`src/rtl/snake_move_scheduler.sv`:
```
// Paces snake moves during PLAY: one move request per game tick, latched
// non-reversing direction, one-shot grow flag and food-driven speed levels.
module snake_move_scheduler #(
   parameter int unsigned BASE_PERIOD     = 32'd12_500_000,
   parameter int unsigned STEP_PERIOD     = 32'd1_250_000,
   parameter int unsigned MIN_PERIOD      = 32'd2_500_000,
   parameter int unsigned FOODS_PER_LEVEL = 32'd4
) (
   input  logic       clk,
   input  logic       rst,
   input  logic [1:0] game_status,
   input  logic       restart,
   input  logic       key1_press,
   input  logic       key2_press,
   input  logic       key3_press,
   input  logic       key4_press,
   input  logic       eat_food,
   input  logic       move_ack,
   output logic       move_req,
   output logic [1:0] dir,
   output logic       grow,
   output logic [3:0] speed_level
);

   localparam int unsigned LVL_MAX = (BASE_PERIOD - MIN_PERIOD) / STEP_PERIOD;
   localparam int unsigned FOOD_W  = (FOODS_PER_LEVEL > 1) ? $clog2(FOODS_PER_LEVEL) : 1;
   localparam int unsigned TICK_W  = 32;

   localparam logic [1:0] GS_START = 2'b01;
   localparam logic [1:0] GS_PLAY  = 2'b10;
   localparam logic [1:0] GS_DIE   = 2'b11;

   localparam logic [1:0] DIR_UP    = 2'b00;
   localparam logic [1:0] DIR_DOWN  = 2'b01;
   localparam logic [1:0] DIR_LEFT  = 2'b10;
   localparam logic [1:0] DIR_RIGHT = 2'b11;

   typedef enum logic {ST_WAIT, ST_REQ} state_e;

   state_e              state_q, state_d;
   logic                move_req_q, move_req_d;
   logic [1:0]          dir_q, dir_d;
   logic                grow_q, grow_d;
   logic [3:0]          lvl_q, lvl_d;
   logic [1:0]          pend_dir_q, pend_dir_d;
   logic                grow_pend_q, grow_pend_d;
   logic [FOOD_W-1:0]   food_cnt_q, food_cnt_d;
   logic [TICK_W-1:0]   tick_q, tick_d;

   logic                play_c;
   logic                keys_live_c;
   logic                eat_live_c;
   logic                key_any_c;
   logic [1:0]          key_dir_c;
   logic                reversal_c;
   logic [TICK_W-1:0]   period_c;

   assign play_c      = (game_status == GS_PLAY);
   assign keys_live_c = (game_status == GS_START) || (game_status == GS_PLAY);
   assign eat_live_c  = eat_food && (game_status != GS_DIE);
   assign key_any_c   = key1_press | key2_press | key3_press | key4_press;

   // Priority encode the keys: only the winning key is ever considered.
   always_comb begin
      key_dir_c = DIR_RIGHT;
      if (key1_press)      key_dir_c = DIR_UP;
      else if (key2_press) key_dir_c = DIR_DOWN;
      else if (key3_press) key_dir_c = DIR_LEFT;
   end

   // Same axis, opposite sense: checked against the committed direction.
   assign reversal_c = (key_dir_c[1] == dir_q[1]) && (key_dir_c[0] != dir_q[0]);

   assign period_c = TICK_W'(BASE_PERIOD) - TICK_W'(lvl_q) * TICK_W'(STEP_PERIOD);

   always_comb begin
      state_d     = state_q;
      move_req_d  = move_req_q;
      dir_d       = dir_q;
      grow_d      = grow_q;
      lvl_d       = lvl_q;
      pend_dir_d  = pend_dir_q;
      grow_pend_d = grow_pend_q;
      food_cnt_d  = food_cnt_q;
      tick_d      = tick_q;

      if (restart) begin
         state_d     = ST_WAIT;
         move_req_d  = 1'b0;
         dir_d       = DIR_RIGHT;
         grow_d      = 1'b0;
         lvl_d       = 4'd0;
         pend_dir_d  = DIR_RIGHT;
         grow_pend_d = 1'b0;
         food_cnt_d  = '0;
         tick_d      = '0;
      end else begin
         if (keys_live_c && key_any_c && !reversal_c) begin
            pend_dir_d = key_dir_c;
         end

         if (eat_live_c) begin
            grow_pend_d = 1'b1;
            if (food_cnt_q == FOOD_W'(FOODS_PER_LEVEL - 1)) begin
               food_cnt_d = '0;
               if (lvl_q != 4'(LVL_MAX)) begin
                  lvl_d = lvl_q + 4'd1;
               end
            end else begin
               food_cnt_d = food_cnt_q + FOOD_W'(1);
            end
         end

         case (state_q)
            ST_WAIT: begin
               // >= so a level-up that shortens the period below the
               // running count fires on the very next cycle.
               if (play_c) begin
                  if (tick_q >= period_c - TICK_W'(1)) begin
                     move_req_d = 1'b1;
                     dir_d      = pend_dir_q;
                     grow_d     = grow_pend_q;
                     tick_d     = '0;
                     state_d    = ST_REQ;
                  end else begin
                     tick_d = tick_q + TICK_W'(1);
                  end
               end
            end
            ST_REQ: begin
               // A food pulse in the ack cycle belongs to the next move.
               if (move_ack) begin
                  move_req_d  = 1'b0;
                  grow_d      = 1'b0;
                  grow_pend_d = eat_live_c;
                  state_d     = ST_WAIT;
               end else if (!play_c) begin
                  move_req_d = 1'b0;
                  grow_d     = 1'b0;
                  state_d    = ST_WAIT;
               end
            end
            default: state_d = ST_WAIT;
         endcase
      end
   end

   always_ff @(posedge clk or negedge rst) begin
      if (!rst) begin
         state_q     <= ST_WAIT;
         move_req_q  <= 1'b0;
         dir_q       <= DIR_RIGHT;
         grow_q      <= 1'b0;
         lvl_q       <= 4'd0;
         pend_dir_q  <= DIR_RIGHT;
         grow_pend_q <= 1'b0;
         food_cnt_q  <= '0;
         tick_q      <= '0;
      end else begin
         state_q     <= state_d;
         move_req_q  <= move_req_d;
         dir_q       <= dir_d;
         grow_q      <= grow_d;
         lvl_q       <= lvl_d;
         pend_dir_q  <= pend_dir_d;
         grow_pend_q <= grow_pend_d;
         food_cnt_q  <= food_cnt_d;
         tick_q      <= tick_d;
      end
   end

   assign move_req    = move_req_q;
   assign dir         = dir_q;
   assign grow        = grow_q;
   assign speed_level = lvl_q;

endmodule

```
`config.mk`:
```
export PLATFORM = sky130hd
export DESIGN_NAME = snake_move_scheduler
export DESIGN_NICKNAME = d
export VERILOG_FILES = /design/src/rtl/snake_move_scheduler.sv
export SDC_FILE = /design/constraint.sdc
export NUM_CORES = 1
export LEC_CHECK = 0
export ABC_AREA = 1
export BUFFER_PORTS_ARGS = -buffer_cell sky130_fd_sc_hd__buf_2
export CORE_MARGIN = 2
export CORE_UTILIZATION = 55
export CTS_CLUSTER_DIAMETER = 50
export DETAILED_ROUTE_END_ITERATION = 10
export GPL_ROUTABILITY_DRIVEN = 0
export PLACE_DENSITY = 0.72
export SLEW_MARGIN = 15
export SYNTH_ARGS = -nofsm -noshare
export SYNTH_HDL_FRONTEND = slang
export SYNTH_SLANG_ARGS = --single-unit
export TNS_END_PERCENT = 100
```
`constraint.sdc`:
```
create_clock -name clk -period 7.5 [get_ports clk]
set_clock_uncertainty 0.2 [all_clocks]
set_input_delay 1.875 -clock clk [delete_from_list [all_inputs] [get_ports clk]]
set_output_delay 1.875 -clock clk [all_outputs]
set_load 0.005 [all_outputs]
```
Word-level counts from Yosys, hierarchy flattened --
Cells that the tools add are included.
Cells by class: bitwise logic cells 4, reduce and logical (&&, ||, !) cells 16, add/subtract/negate cells 5, multiply operators 1, $lt $le $gt $ge 1, eq/ne operators 11, muxes and demuxes 40
Operator list (count):
- 32-bit 2-to-1 mux | 4
- 32-bit by 1-bit adder with 32-bit output (second input constant) | 1
- 32-bit greater-or-equal comparator | 1
- 26-bit by 2-bit subtractor with 27-bit output (second input constant) | 1
- 24-bit by 25-bit subtractor with 26-bit output (first input constant) | 1
- 2-bit 2-to-1 mux | 11
- 4-bit by 17-bit multiplier with 21-bit output (second input constant) | 1
- 1-bit 2-to-1 mux | 18
- 4-bit 2-to-1 mux | 4
- 2-bit nonzero test | 6
- 3-bit AND reduction | 3
- 4-bit != test (second input constant) | 2
- 3-bit != test (second input constant) | 2
- 1-bit case mux with 2 select lines | 3
- 4-bit by 1-bit adder with 4-bit output (second input constant) | 1
- 2-bit == test (second input constant) | 2
- 1-bit logical AND | 4
- 2-bit != test (second input constant) | 2
- 1-bit bitwise OR | 3
- 2-bit by 1-bit adder with 2-bit output (second input constant) | 1
- 2-bit by 1-bit == test with 1-bit output (second input constant) | 1
- 2-bit AND reduction | 1
- 1-bit == test | 1
- 1-bit zero test | 1
- other kinds (3) | 3
Word-level totals: bits of input ports 11, output and inout port bits 8, flip-flop bits (word level) 46, logic and storage cells 87

Depth between registers and ports, before layout --
Gate-level depths: netlist of the first run.
depth in word-level cells 9, depth in mapped cells 40

Worst setup path after synthesis of the first run --
OpenSTA, ideal clock, no wires.
kind register to register, from register lvl_q[2] (netlist: speed_level[2]), to register tick_q[21], arrival time 5.149 ns, buffers on the path 3, stages on the path, launching flop included 33, slack 2.029 ns, required time 7.178 ns, cell sequence dfrtp_1 -> buf_4 -> inv_1 -> ha_1 -> fa_1 -> inv_1 -> ha_1 -> buf_6 -> a21oi_1 -> nand3_1 -> and2_2 -> xor2_1 -> inv_1 -> nor2_1 -> nand2_1 -> nor3_2 -> nand3_1 -> nor2_1 -> nand3_1 -> xor2_1 -> inv_1 -> ha_1 -> nand4_1 -> o221a_2 -> nand2_1 -> nand3_1 -> nand2_1 -> nand4_1 -> nand3_2 -> nand2_4 -> inv_4 -> buf_6 -> nor2_2
On the way: longest elaborated chain between the ends 8
Ends and longest elaborated chain:
- start: declaration | RTL line 44 | logic [3:0] lvl_q, lvl_d;
- start signal: assignment | RTL line 164 | lvl_q <= lvl_d;
- 4-bit by 17-bit multiplier with 21-bit output | RTL line 74 | assign period_c = TICK_W'(BASE_PERIOD) - TICK_W'(lvl_q) * TICK_W'(STEP_PERIOD);
- 24-bit by 25-bit subtractor with 26-bit output | RTL line 74
- 26-bit by 2-bit subtractor with 27-bit output | RTL line 119 | if (tick_q >= period_c - TICK_W'(1)) begin
- 32-bit greater-or-equal comparator | RTL line 119
- 32-bit 2-to-1 mux | RTL line 119
- 32-bit 2-to-1 mux | RTL line 118 | if (play_c) begin
- 32-bit 2-to-1 mux | RTL line 114 | case (state_q)
- 32-bit 2-to-1 mux | RTL line 87 | if (restart) begin
- end signal: assignment | RTL line 168 | tick_q <= tick_d;
- end: declaration | RTL line 48 | logic [TICK_W-1:0] tick_q, tick_d;
No other way between the ends. The select of a mux whose other input is x is not followed. A chain may end at the register's enable or synchronous reset.

Worst setup path in the final report of the first run --
from register lvl_q[2] (netlist: speed_level[2]), to register tick_q[17]
The elaborated chain is that of the path after synthesis.

==> results of run 1 <==
power breakdown:
group,leakage (nW),internal (mW),switching (mW)
clock network,0.0714,0.142,0.0863
logic,1.96,0.101,0.198
registers,0.620,0.263,0.0120
total,2.65,0.506,0.297
worst max-delay path by stage:
stage,startpoint,to,cells after the start
3_5_place_dp,speed_level[2]$_DFFE_PN0P_,tick_q[17]$_DFFE_PN0P_,30
6_report,speed_level[2]$_DFFE_PN0P_,tick_q[17]$_DFFE_PN0P_,30
2_1_floorplan,speed_level[2]$_DFFE_PN0P_,tick_q[21]$_DFFE_PN0P_,32
3_3_place_gp,speed_level[2]$_DFFE_PN0P_,tick_q[17]$_DFFE_PN0P_,30
4_1_cts,speed_level[2]$_DFFE_PN0P_,tick_q[17]$_DFFE_PN0P_,30
5_1_grt,speed_level[2]$_DFFE_PN0P_,tick_q[2]$_DFFE_PN0P_,30
logic make-up after synthesis:
kind of cell / after synthesis / share of synthesized area
AOI/OAI and AO/OA: 64 / 0.0698
and+or+nand+nor: 410 / 0.394
DFF: 46 / 0.230
buffers and inverters: 103 / 0.0872
adders and majority gates: 54 / 0.137
xor gates and xnor gates: 43 / 0.0800
muxes: 1 / 0.00199
layout by cell type, fill, tap and decap left out, types with 6 or more instances in the layout:
cell      synthesis  final
nand2_2          16     16
inv_1            88     88
xnor2_1           9      9
inv_2             6      6
dfrtp_1          42     42
o21ai_0          28     28
a21oi_1          25     25
nor3_1           14     14
nand3_2           6      6
nor3_2            6      6
clkbuf_8          0      6
buf_2             0     17
nor2_1           59     59
ha_1             52     52
nand4_1          17     17
nand2_1         177    177
nand3_1          56     56
nor2_2           37     37
xor2_1           32     32
area by class of cell:
| cell class | instances | share of cell area |
|---|---|---|
| Sequential cell | 46 | 0.217 |
| Clock inverter | 2 | 0.0113 |
| Inverter | 95 | 0.0673 |
| Clock buffer | 6 | 0.0155 |
| Timing Repair Buffer | 19 | 0.0188 |
| Tap cell | 108 | 0.0253 |
| Multi-Input combinational cell | 572 | 0.645 |
metrics by stage:
step                hold slack, ns  cells  utilization
global route                 0.313    848        0.606
finish                       0.285    848        0.606
floorplan                    0.247    721            -
CTS                          0.286    848        0.605
global placement             0.258    840        0.589
detailed placement           0.274    840        0.589
registers in the layout, indices dropped and copies added (netlist names):
| name | flops |
|---|---|
| grow_pend_q | 1 |
| state_q | 1 |
| speed_level | 4 |
| tick_q | 32 |
| grow | 1 |
| food_cnt_q | 2 |
| pend_dir_q | 2 |
| move_req | 1 |
| dir | 2 |
synth_stat cells (all sizes together), types with 2 or more instances:
| library cell | count |
|---|---|
| and2 | 2 |
| a21oi | 26 |
| o21ai | 28 |
| nand3 | 62 |
| clkbuf | 2 |
| ha | 52 |
| inv | 95 |
| nor4 | 4 |
| buf | 6 |
| a31oi | 2 |
| a31o | 2 |
| nand2 | 196 |
| o21a | 2 |
| xnor2 | 9 |
| dfrtp | 42 |
| dfstp | 4 |
| or2 | 3 |
| xor2 | 34 |
| nand4 | 19 |
| fa | 2 |
| nor3 | 20 |
| nand3b | 4 |
| nor2 | 100 |
per-layer routing:
metal | global-route usage | up-vias
li1 | - | 2373
met1 | 0.316 | 2113
met2 | 0.419 | 98
met3 | 0.0457 | 12
met4 | 0.0432 | 0
met5 | 0 | -
worst max-delay path: cells and delay by family, from the launching register on:
| kind | cells | cell delay [ns] |
|---|---|---|
| AO/OA/AOI/OAI | 1 | 0.27 |
| adder cells (fa/ha/maj) | 4 | 1.59 |
| AND/OR/NAND/NOR | 18 | 2.31 |
| buffers and inverters | 5 | 0.84 |
| XOR/XNOR | 2 | 0.45 |
| flip-flops | 1 | 0.67 |
==> key figures, run 1 <==
Synthesis
  – Yosys warns: 0
  – Synth unique cells: 44
  – Number of synthesized flops with an enable pin: 0
  – Syn nets: 786
  – Yosys reg bits: 46
  – Fraction of registers with async set/reset: 1.00
  – Cells after Synth: 721
  – Top post-synthesis cells by area: dfrtp_1, nand2_1, ha_1, inv_1, nand3_1
  – Post-Syn Area per Cell: 6.98 sq um
  – Mapped Area: 0.00504 sq mm
  – Cell taking the most area after synthesis: dfrtp_1
  – Seq/Total Area, Yosys: 0.230
  – Synth Flop Type: dfrtp_1
  – Top-area cell type share of the netlist area: 0.209

Detailed routing
  – Metal2 WL: approximately 5.2 mm
  – Routed Antenna Nets: 0
  – M1 wire length: 5.34 mm
  – Highest Signal Layer: met4
  – Via density: 5.42
  – Drt pass-1 iters: 5
  – Drt wl/cell: about 13 um
  – DRT iter0 DRCs: 241
  – Routed WL: 11.2 mm
  – Via count: 4,596
  – Met3 wire length: 533 um
  – DR DRC count: 0

Clocking
  – Clk buf depth: 2
  – Setup bufs post-CTS: 0
  – Clock latency on the worst-skew pair: 0.30 ns
  – Hold-fix buffers at CTS: 0
  – Worst-path clk slew: 0.09 ns
  – Post_cts resized: 0
  – CTS tree: built
  – Max H-tree Level: 2
  – CTS Root Cell: clkbuf_8
  – TritonCTS buffer count: 5
  – Clock Sinks: 46

Finish
  – Synth-to-layout area growth: 5.91%
  – Fillers: 830
  – Nets: 804
  – Proportion of layout cells with a drive suffix above 1: 0.164
  – Final Cell Area: 0.00533 sq mm
  – # diodes: 0
  – Reg area: 0.00116 sq mm
  – Multi-input gate area: about 0.0034 sq mm

Placement
  – Placed instance area: 0.00519 sq mm
  – Place WS: 1.06 ns
  – Port bufs: 18
  – Detail Placement HPWL: 9.06 mm

STA
  – Slew headroom: 0.591
  – Worst Tran Pin Value: 0.614 ns
  – Final Hold Viols: 0
  – TNS Setup: 0 ns
  – Period utilisation layout: 0.865
  – Setup violators final: 0
  – Final worst slack: between 1 and 1.5 ns
  – Final Max Tran Viols: 0
  – Max Clk Rate: 154 MHz
  – RSZ-0062 raised after global routing: no
  – Min Tclk post-route: 6.49 ns

Setup path
  – Worst path slowest cell: dfrtp_1
  – CP arrival: 6.45 ns
  – RR Startpoint: speed_level[2]$_DFFE_PN0P_
  – CP Capture Type: register
  – CP max FO: 30
  – R2r setup slk: 1.01 ns
  – Worst path max stage delay: 0.67 ns
  – Reg2reg path depth: 30
  – Crit path top cell by count: nand3_1
  – Worst R2R End: tick_q[17]$_DFFE_PN0P_
  – Crit path required time: approximately 7.5 ns
  – Crit path kind: register to register
  – Critical Path Start Type: register

Floorplan
  – Core Region: roughly 0.0088 sq mm
  – Die Wd: around 100 um
  – Rows: 34
  – Starting density of the core: 0.572
  – Die Height: 99.7 um
  – Die area: between 0.009 and 0.01 sq mm
  – Ports: 19

Worst hold path
  – Hold depth: 1
  – Type of the most critical hold path: register to register
  – HP Start: food_cnt_q[0]$_DFFE_PN0P_
  – Sink of the worst hold path: food_cnt_q[0]$_DFFE_PN0P_

Status
  – Status: completed

Global route
  – Vias in the first global route: 4,460
  – Initial antenna violation count: 0
  – GRT overflow: 0
  – Pin count of the biggest net entering global routing: 47
  – First-pass GRT wire length: 19.8 mm
  – All-layer global routing usage: 0.241

Pwr
  – Pwr dens: 150 mW/mm^2
  – Leakage: 2.65 nW
  – Design Power: 0.803 mW
  – IR drop worst, VDD: 106 uV

Run
  – Max cap viols: 0
Power figures use the tool's default switching activity.
==> run 2, diff against run 1 <==
==> constraint.sdc (replaced) <==
create_clock -name clk -period 7.6 [get_ports clk]
set_clock_uncertainty 0.2 [all_clocks]
set_input_delay 1.9 -clock clk [delete_from_list [all_inputs] [get_ports clk]]
set_output_delay 1.9 -clock clk [all_outputs]
set_load 0.005 [all_outputs]
==> run 2 against run 1 <==
Effect of this change:
- clock power decreased by 17%
- cell area decreased by 0.54%
- die area unchanged
- wire length increased by 0.75%
- via count about the same
- highest routed layer unchanged
==> key figures, run 2 (synthesized netlist as in run 1, its figures left out) <==
Status
  – Status: completed

Worst hold path
  – Type of the most critical hold path: register to register

Detailed routing
  – Routed Antenna Nets: 0 (unchanged)
  – Via density: 5.42 (about the same)
  – DR DRC count: 0 (unchanged)
  – Routed WL: 11.3 mm (+0.75%)
  – Drt pass-1 iters: 5 (unchanged)
  – Via count: 4,594 (-0.044%)
  – Drt wl/cell: 13.3 um (+0.75%)
  – DRT iter0 DRCs: 221 (-8.3%)

Pwr
  – Comb pwr share: 0.389 (+0.016)
  – Clock Power Share: 0.251 (-0.034)
  – Psw: 0.298 mW (+0.41%)
  – Seq pwr share: 0.360 (+0.018)
  – Internal: 0.457 mW (-9.7%)
  – IR drop worst, VDD: 96.4 uV (-8.9%)
  – Sw Share: 0.395 (+0.0251)
  – Pwr dens: 142 mW/mm^2 (-5.5%)
  – Leakage: 2.63 nW (-0.79%)

Run
  – Max cap viols: 0 (unchanged)

Clocking
  – CTS tree: built
  – Setup bufs post-CTS: 0 (unchanged)
  – TritonCTS buffer count: 5 (unchanged)
  – Clock latency on the worst-skew pair: 0.32 ns (+0.02 ns)
  – Hold-fix buffers at CTS: 0 (unchanged)
  – Clk buf depth: 2 (unchanged)
  – CTS Root Cell: clkbuf_8
  – Max H-tree Level: 2 (unchanged)
  – Clock Sinks: 46 (unchanged)
  – Post_cts resized: 0 (unchanged)
  – Worst-path clk slew: 0.09 ns (about the same)

Setup path
  – Crit path required time: 7.58 ns (+0.11 ns)
  – Worst path slowest cell: dfrtp_1
  – CP Capture Type: register
  – Crit path kind: register to register
  – Worst path max stage delay: 0.66 ns (about the same)
  – Bufs and invs on worst path: 5 (unchanged)
  – CP arrival: 6.47 ns (+0.02 ns)
  – CP max FO: 30 (unchanged)
  – Crit path top cell by count: nand3_1
  – Critical Path Start Type: register
  – Crit path max-delay family: simple AND/OR/NAND/NOR gates

Floorplan
  – Die Height: 99.7 um (unchanged)
  – Die Wd: 99.7 um (unchanged)
  – Rows: 34 (unchanged)
  – Ports: 19 (unchanged)
  – Die area: 0.00994 sq mm (unchanged)
  – Core Region: 0.00881 sq mm (unchanged)
  – Starting density of the core: 0.572 (unchanged)

Global route
  – GRT overflow: 0 (unchanged)
  – Vias in the first global route: 4,439 (-0.47%)
  – Pin count of the biggest net entering global routing: 47 (unchanged)
  – First-pass GRT wire length: 20.2 mm (+2.4%)
  – Initial antenna violation count: 0 (unchanged)
  – All-layer global routing usage: 0.247 (+0.00584)

STA
  – Hold_ws: 0.285 ns (+0.000214 ns)
  – Slew headroom: 0.591 (about the same)
  – Max Clk Rate: 154 MHz (about the same)
  – Worst Tran Pin Value: 0.614 ns (+0.0000526 ns)
  – Final Hold Viols: 0 (unchanged)
  – Final Max Tran Viols: 0 (unchanged)
  – Min Tclk post-route: 6.49 ns (-0.00107 ns)
  – Period utilisation layout: 0.853 (-0.0115)
  – Setup violators final: 0 (unchanged)
  – RSZ-0062 raised after global routing: no
  – TNS Setup: 0 ns (unchanged)

Finish
  – Most frequent cells in the layout: nand2_1, inv_1, nor2_1
  – Nets: 804 (unchanged)
  – Most common cell after layout, fill and taps aside: nand2_1
  – Top reg by flops: tick_q
  – Proportion of layout cells with a drive suffix above 1: 0.164 (unchanged)
  – Synth-to-layout area growth: 5.34%
  – # diodes: 0 (unchanged)
  – Max reg flops: 32 (unchanged)

Placement
  – Port bufs: 18 (unchanged)
  – Detail Placement HPWL: 9.04 mm (-0.26%)
-- run 2: path summary, 6_finish.rpt --
path	startpoint	end	slack, ns	cells past startpoint
max	speed_level[2]$_DFFE_PN0P_	tick_q[17]$_DFFE_PN0P_	1.11	30
min	food_cnt_q[0]$_DFFE_PN0P_	food_cnt_q[0]$_DFFE_PN0P_	0.28	1
max reg2reg	speed_level[2]$_DFFE_PN0P_	tick_q[17]$_DFFE_PN0P_	1.11	30
min reg2reg	food_cnt_q[0]$_DFFE_PN0P_	food_cnt_q[0]$_DFFE_PN0P_	0.28	1
max in group asynchronous	rst	tick_q[12]$_DFFE_PN0P_	5.39	1
min in group asynchronous	rst	tick_q[2]$_DFFE_PN0P_	1.39	1
-- run 2: final cells by class --
class                           count  area, sq um
Clock buffer                        5         68.8
Inverter                           95          359
Fill cell                         826         3500
Clock inverter                      3         45.0
Multi-Input combinational cell    572         3440
Timing Repair Buffer               19          100
Sequential cell                    46         1160
Tap cell                          108          135
-- run 2: per-stage QoR --
step / power (mW) / cell area, sq um / utilization / instances / worst slack (ns)
2_1_floorplan: 0.503 / 5040 / - / 721 / 2.13
5_1_grt: 0.812 / 5310 / 0.602 / 848 / 0.567
3_5_place_dp: 0.569 / 5190 / 0.589 / 840 / 1.20
3_3_place_gp: 0.559 / 5190 / 0.589 / 840 / 1.46
6_report: 0.755 / 5310 / 0.602 / 848 / 1.11
4_1_cts: 0.759 / 5300 / 0.602 / 848 / 1.14
-- run 2: routing by layer --
metal	wire length (um)	vias to the layer above	global-route usage
met3	449	13	0.0387
li1	-	2365	-
met2	5290	83	0.424
met1	5420	2133	0.336
met5	0	-	0
met4	111	0	0.0400
-- run 2: power by group through the flow --
stage | logic, mW | registers [mW] | clock network (mW)
after floorplan | 0.228 | 0.275 | 0
after global placement | 0.283 | 0.275 | 0
after detailed placement | 0.293 | 0.276 | 0
after CTS | 0.295 | 0.271 | 0.193
after global routing | 0.338 | 0.273 | 0.200
final | 0.293 | 0.271 | 0.190
-- run 2: worst reg2reg max path, delay by kind of cell (launching register included) --
family / cells / cell delay, ns
fa+ha+maj: 4 / 1.60
xor+xnor: 2 / 0.43
flops: 1 / 0.66
simple gates: 18 / 2.36
compound gates: 1 / 0.27
buf+inv: 5 / 0.83
==> run 3, diff against run 2 <==
==> constraint.sdc (replaced) <==
create_clock -name clk -period 6.9 [get_ports clk]
set_clock_uncertainty 0.2 [all_clocks]
set_input_delay 1.725 -clock clk [delete_from_list [all_inputs] [get_ports clk]]
set_output_delay 1.725 -clock clk [all_outputs]
set_load 0.005 [all_outputs]
==> run 3 against run 2 <==
Effect of this change:
- clock-buffer cell count unchanged
- register-to-register slack got worse by 0.28 ns
- clock power decreased by 9%
- wire length decreased by 2.0%
- hold slack got worse by 0.0028 ns
- maximum frequency increased by 7.0%
- global-route usage decreased by 0.86 points
- cell count increased by 0.35%
- via count about the same
- critical path type unchanged
==> key figures, run 3 (synthesized netlist as in run 1, its figures left out) <==
Status
  – Status: completed

Floorplan
  – Ports: 19 (unchanged)
  – Core Region: 0.00881 sq mm (unchanged)
  – Rows: 34 (unchanged)
  – Die Height: 99.7 um (unchanged)
  – Die area: 0.00994 sq mm (unchanged)
  – Die Wd: 99.7 um (unchanged)
  – Starting density of the core: 0.572 (unchanged)

Worst hold path
  – Type of the most critical hold path: register to register
  – HP Start: food_cnt_q[0]$_DFFE_PN0P_
  – Hold depth: 1 (unchanged)
  – Sink of the worst hold path: food_cnt_q[0]$_DFFE_PN0P_

Detailed routing
  – DR DRC count: 0 (unchanged)
  – Routed Antenna Nets: 0 (unchanged)
  – Drt wl/cell: 13.0 um (-2.3%)
  – DRT iter0 DRCs: 302 (+37%)
  – Via count: 4,592 (-0.044%)
  – Routed WL: 11.0 mm (-2.0%)
  – Drt pass-1 iters: 5 (unchanged)
  – Via density: 5.40 (-0.40%)

STA
  – Final worst slack: 0.838 ns (-0.276 ns)
  – TNS Setup: 0 ns (unchanged)
  – RSZ-0062 raised after global routing: no
  – Hold_ws: 0.282 ns (-0.00278 ns)
  – Final Max Tran Viols: 0 (unchanged)
  – Worst Tran Pin Value: 0.590 ns (-0.0246 ns)
  – Period utilisation layout: 0.879 (+0.0252)
  – Min Tclk post-route: 6.06 ns (-0.424 ns)
  – Setup violators final: 0 (unchanged)
  – Max Clk Rate: 165 MHz (+7.0%)
  – Slew headroom: 0.607 (+0.0164)
  – Final Hold Viols: 0 (unchanged)

Setup path
  – R2r setup slk: 0.84 ns (-0.28 ns)
  – RR Startpoint: speed_level[2]$_DFFE_PN0P_
  – Crit path required time: 6.88 ns (-0.70 ns)
  – CP arrival: 6.04 ns (-0.43 ns)
  – Crit path top cell by count: nand3_1
  – Worst path slowest cell: fa_1
  – Crit path max-delay family: simple AND/OR/NAND/NOR gates
  – Worst path max stage delay: 0.52 ns (-0.14 ns)
  – Worst R2R End: tick_q[2]$_DFFE_PN0P_
  – CP Capture Type: register
  – Crit path kind: register to register
  – Bufs and invs on worst path: 5 (unchanged)
  – Reg2reg path depth: 30 (unchanged)
  – Critical Path Start Type: register
  – CP max FO: 30 (unchanged)

Clocking
  – Setup bufs post-CTS: 0 (unchanged)
  – CTS tree: built
  – Clock Sinks: 46 (unchanged)
  – Post_cts resized: 0 (unchanged)
  – Hold-fix buffers at CTS: 0 (unchanged)
  – Clk buf depth: 2 (unchanged)
  – Worst-path clk slew: 0.10 ns (about the same)
  – Max H-tree Level: 2 (unchanged)
  – CTS Root Cell: clkbuf_8
  – Clock latency on the worst-skew pair: 0.30 ns (-0.02 ns)
  – TritonCTS buffer count: 5 (unchanged)

Global route
  – Initial antenna violation count: 0 (unchanged)
  – GRT overflow: 0 (unchanged)
  – All-layer global routing usage: 0.238 (-0.00861)
  – First-pass GRT wire length: 19.7 mm (-2.8%)
  – Vias in the first global route: 4,508 (+1.6%)
  – Pin count of the biggest net entering global routing: 47 (unchanged)

Finish
  – Proportion of layout cells with a drive suffix above 1: 0.167 (+0.00338)
  – Fillers: 829 (+0.36%)
  – Top reg by flops: tick_q
  – # diodes: 0 (unchanged)
  – Nets: 807 (+0.37%)
  – Reg area: 0.00116 sq mm (unchanged)
  – Most common cell after layout, fill and taps aside: nand2_1
  – Multi-input gate area: 0.00344 sq mm (unchanged)
  – Synth-to-layout area growth: 5.71%
  – Final Cell Area: 0.00532 sq mm (+0.35%)
  – Max reg flops: 32 (unchanged)
  – Most frequent cells in the layout: nand2_1, inv_1, nor2_1
  – Fin cells: 851 (+0.35%)

Placement
  – Cell total after placement: 842 (+0.24%)
  – Detail Placement HPWL: 8.97 mm (-0.76%)
  – Port bufs: 18 (unchanged)
  – Placed instance area: 0.00520 sq mm (+0.29%)
  – Place WS: 0.852 ns (-0.350 ns)

Run
  – Max cap viols: 0 (unchanged)

Pwr
  – IR drop worst, VDD: 98.7 uV (+2.4%)
  – Leakage: 2.64 nW (+0.46%)
  – Pwr dens: 149 mW/mm^2 (+4.8%)
==> run 3: worst register-to-register path, delay by kind of cell, from the launching register on <==
kind                       cells  cell delay, ns
and+or+nand+nor               18            2.36
adders and majority gates      4            1.53
buffers and inverters          5            0.80
xor gates and xnor gates       2            0.40
DFF                            1            0.39
AOI/OAI and AO/OA              1            0.28
==> run 3: report_power, final <==
part	internal [mW]	switching (mW)	leakage (nW)	total, mW
clock	0.0726	0.100	0.0408	0.173
combinational	0.113	0.210	1.98	0.323
sequential	0.286	0.0115	0.620	0.297
==> run 3: how the worst max path moves through the flow <==
stage,start,slack (ns),cells past startpoint,end
final,speed_level[2]$_DFFE_PN0P_,0.84,30,tick_q[2]$_DFFE_PN0P_
after global routing,speed_level[2]$_DFFE_PN0P_,0.16,30,tick_q[17]$_DFFE_PN0P_
after CTS,speed_level[2]$_DFFE_PN0P_,0.82,30,tick_q[2]$_DFFE_PN0P_
after detailed placement,speed_level[2]$_DFFE_PN0P_,0.85,30,tick_q[2]$_DFFE_PN0P_
after global placement,speed_level[2]$_DFFE_PN0P_,1.00,30,tick_q[2]$_DFFE_PN0P_
after floorplan,speed_level[2]$_DFFE_PN0P_,1.43,32,tick_q[21]$_DFFE_PN0P_
==> run 3: cell type report <==
class	instances	share of cell area
clock inverter	3	0.00447
inverter	95	0.0674
timing repair buffer	22	0.0263
multi-input combinational	572	0.646
clock buffer	5	0.0129
tap	108	0.0254
sequential	46	0.217
==> run 3: per-stage QoR <==
stage	power [mW]	util
after detailed placement	0.623	0.591
after global routing	0.862	0.605
after floorplan	0.554	-
after CTS	0.799	0.601
final	0.793	0.605
after global placement	0.615	0.591
==> run 3: routing by layer <==
metal	GRT usage	part of all wire
met2	0.414	0.47
met5	0	0
met3	0.0337	0.043
met4	0.0506	0.012
met1	0.317	0.48
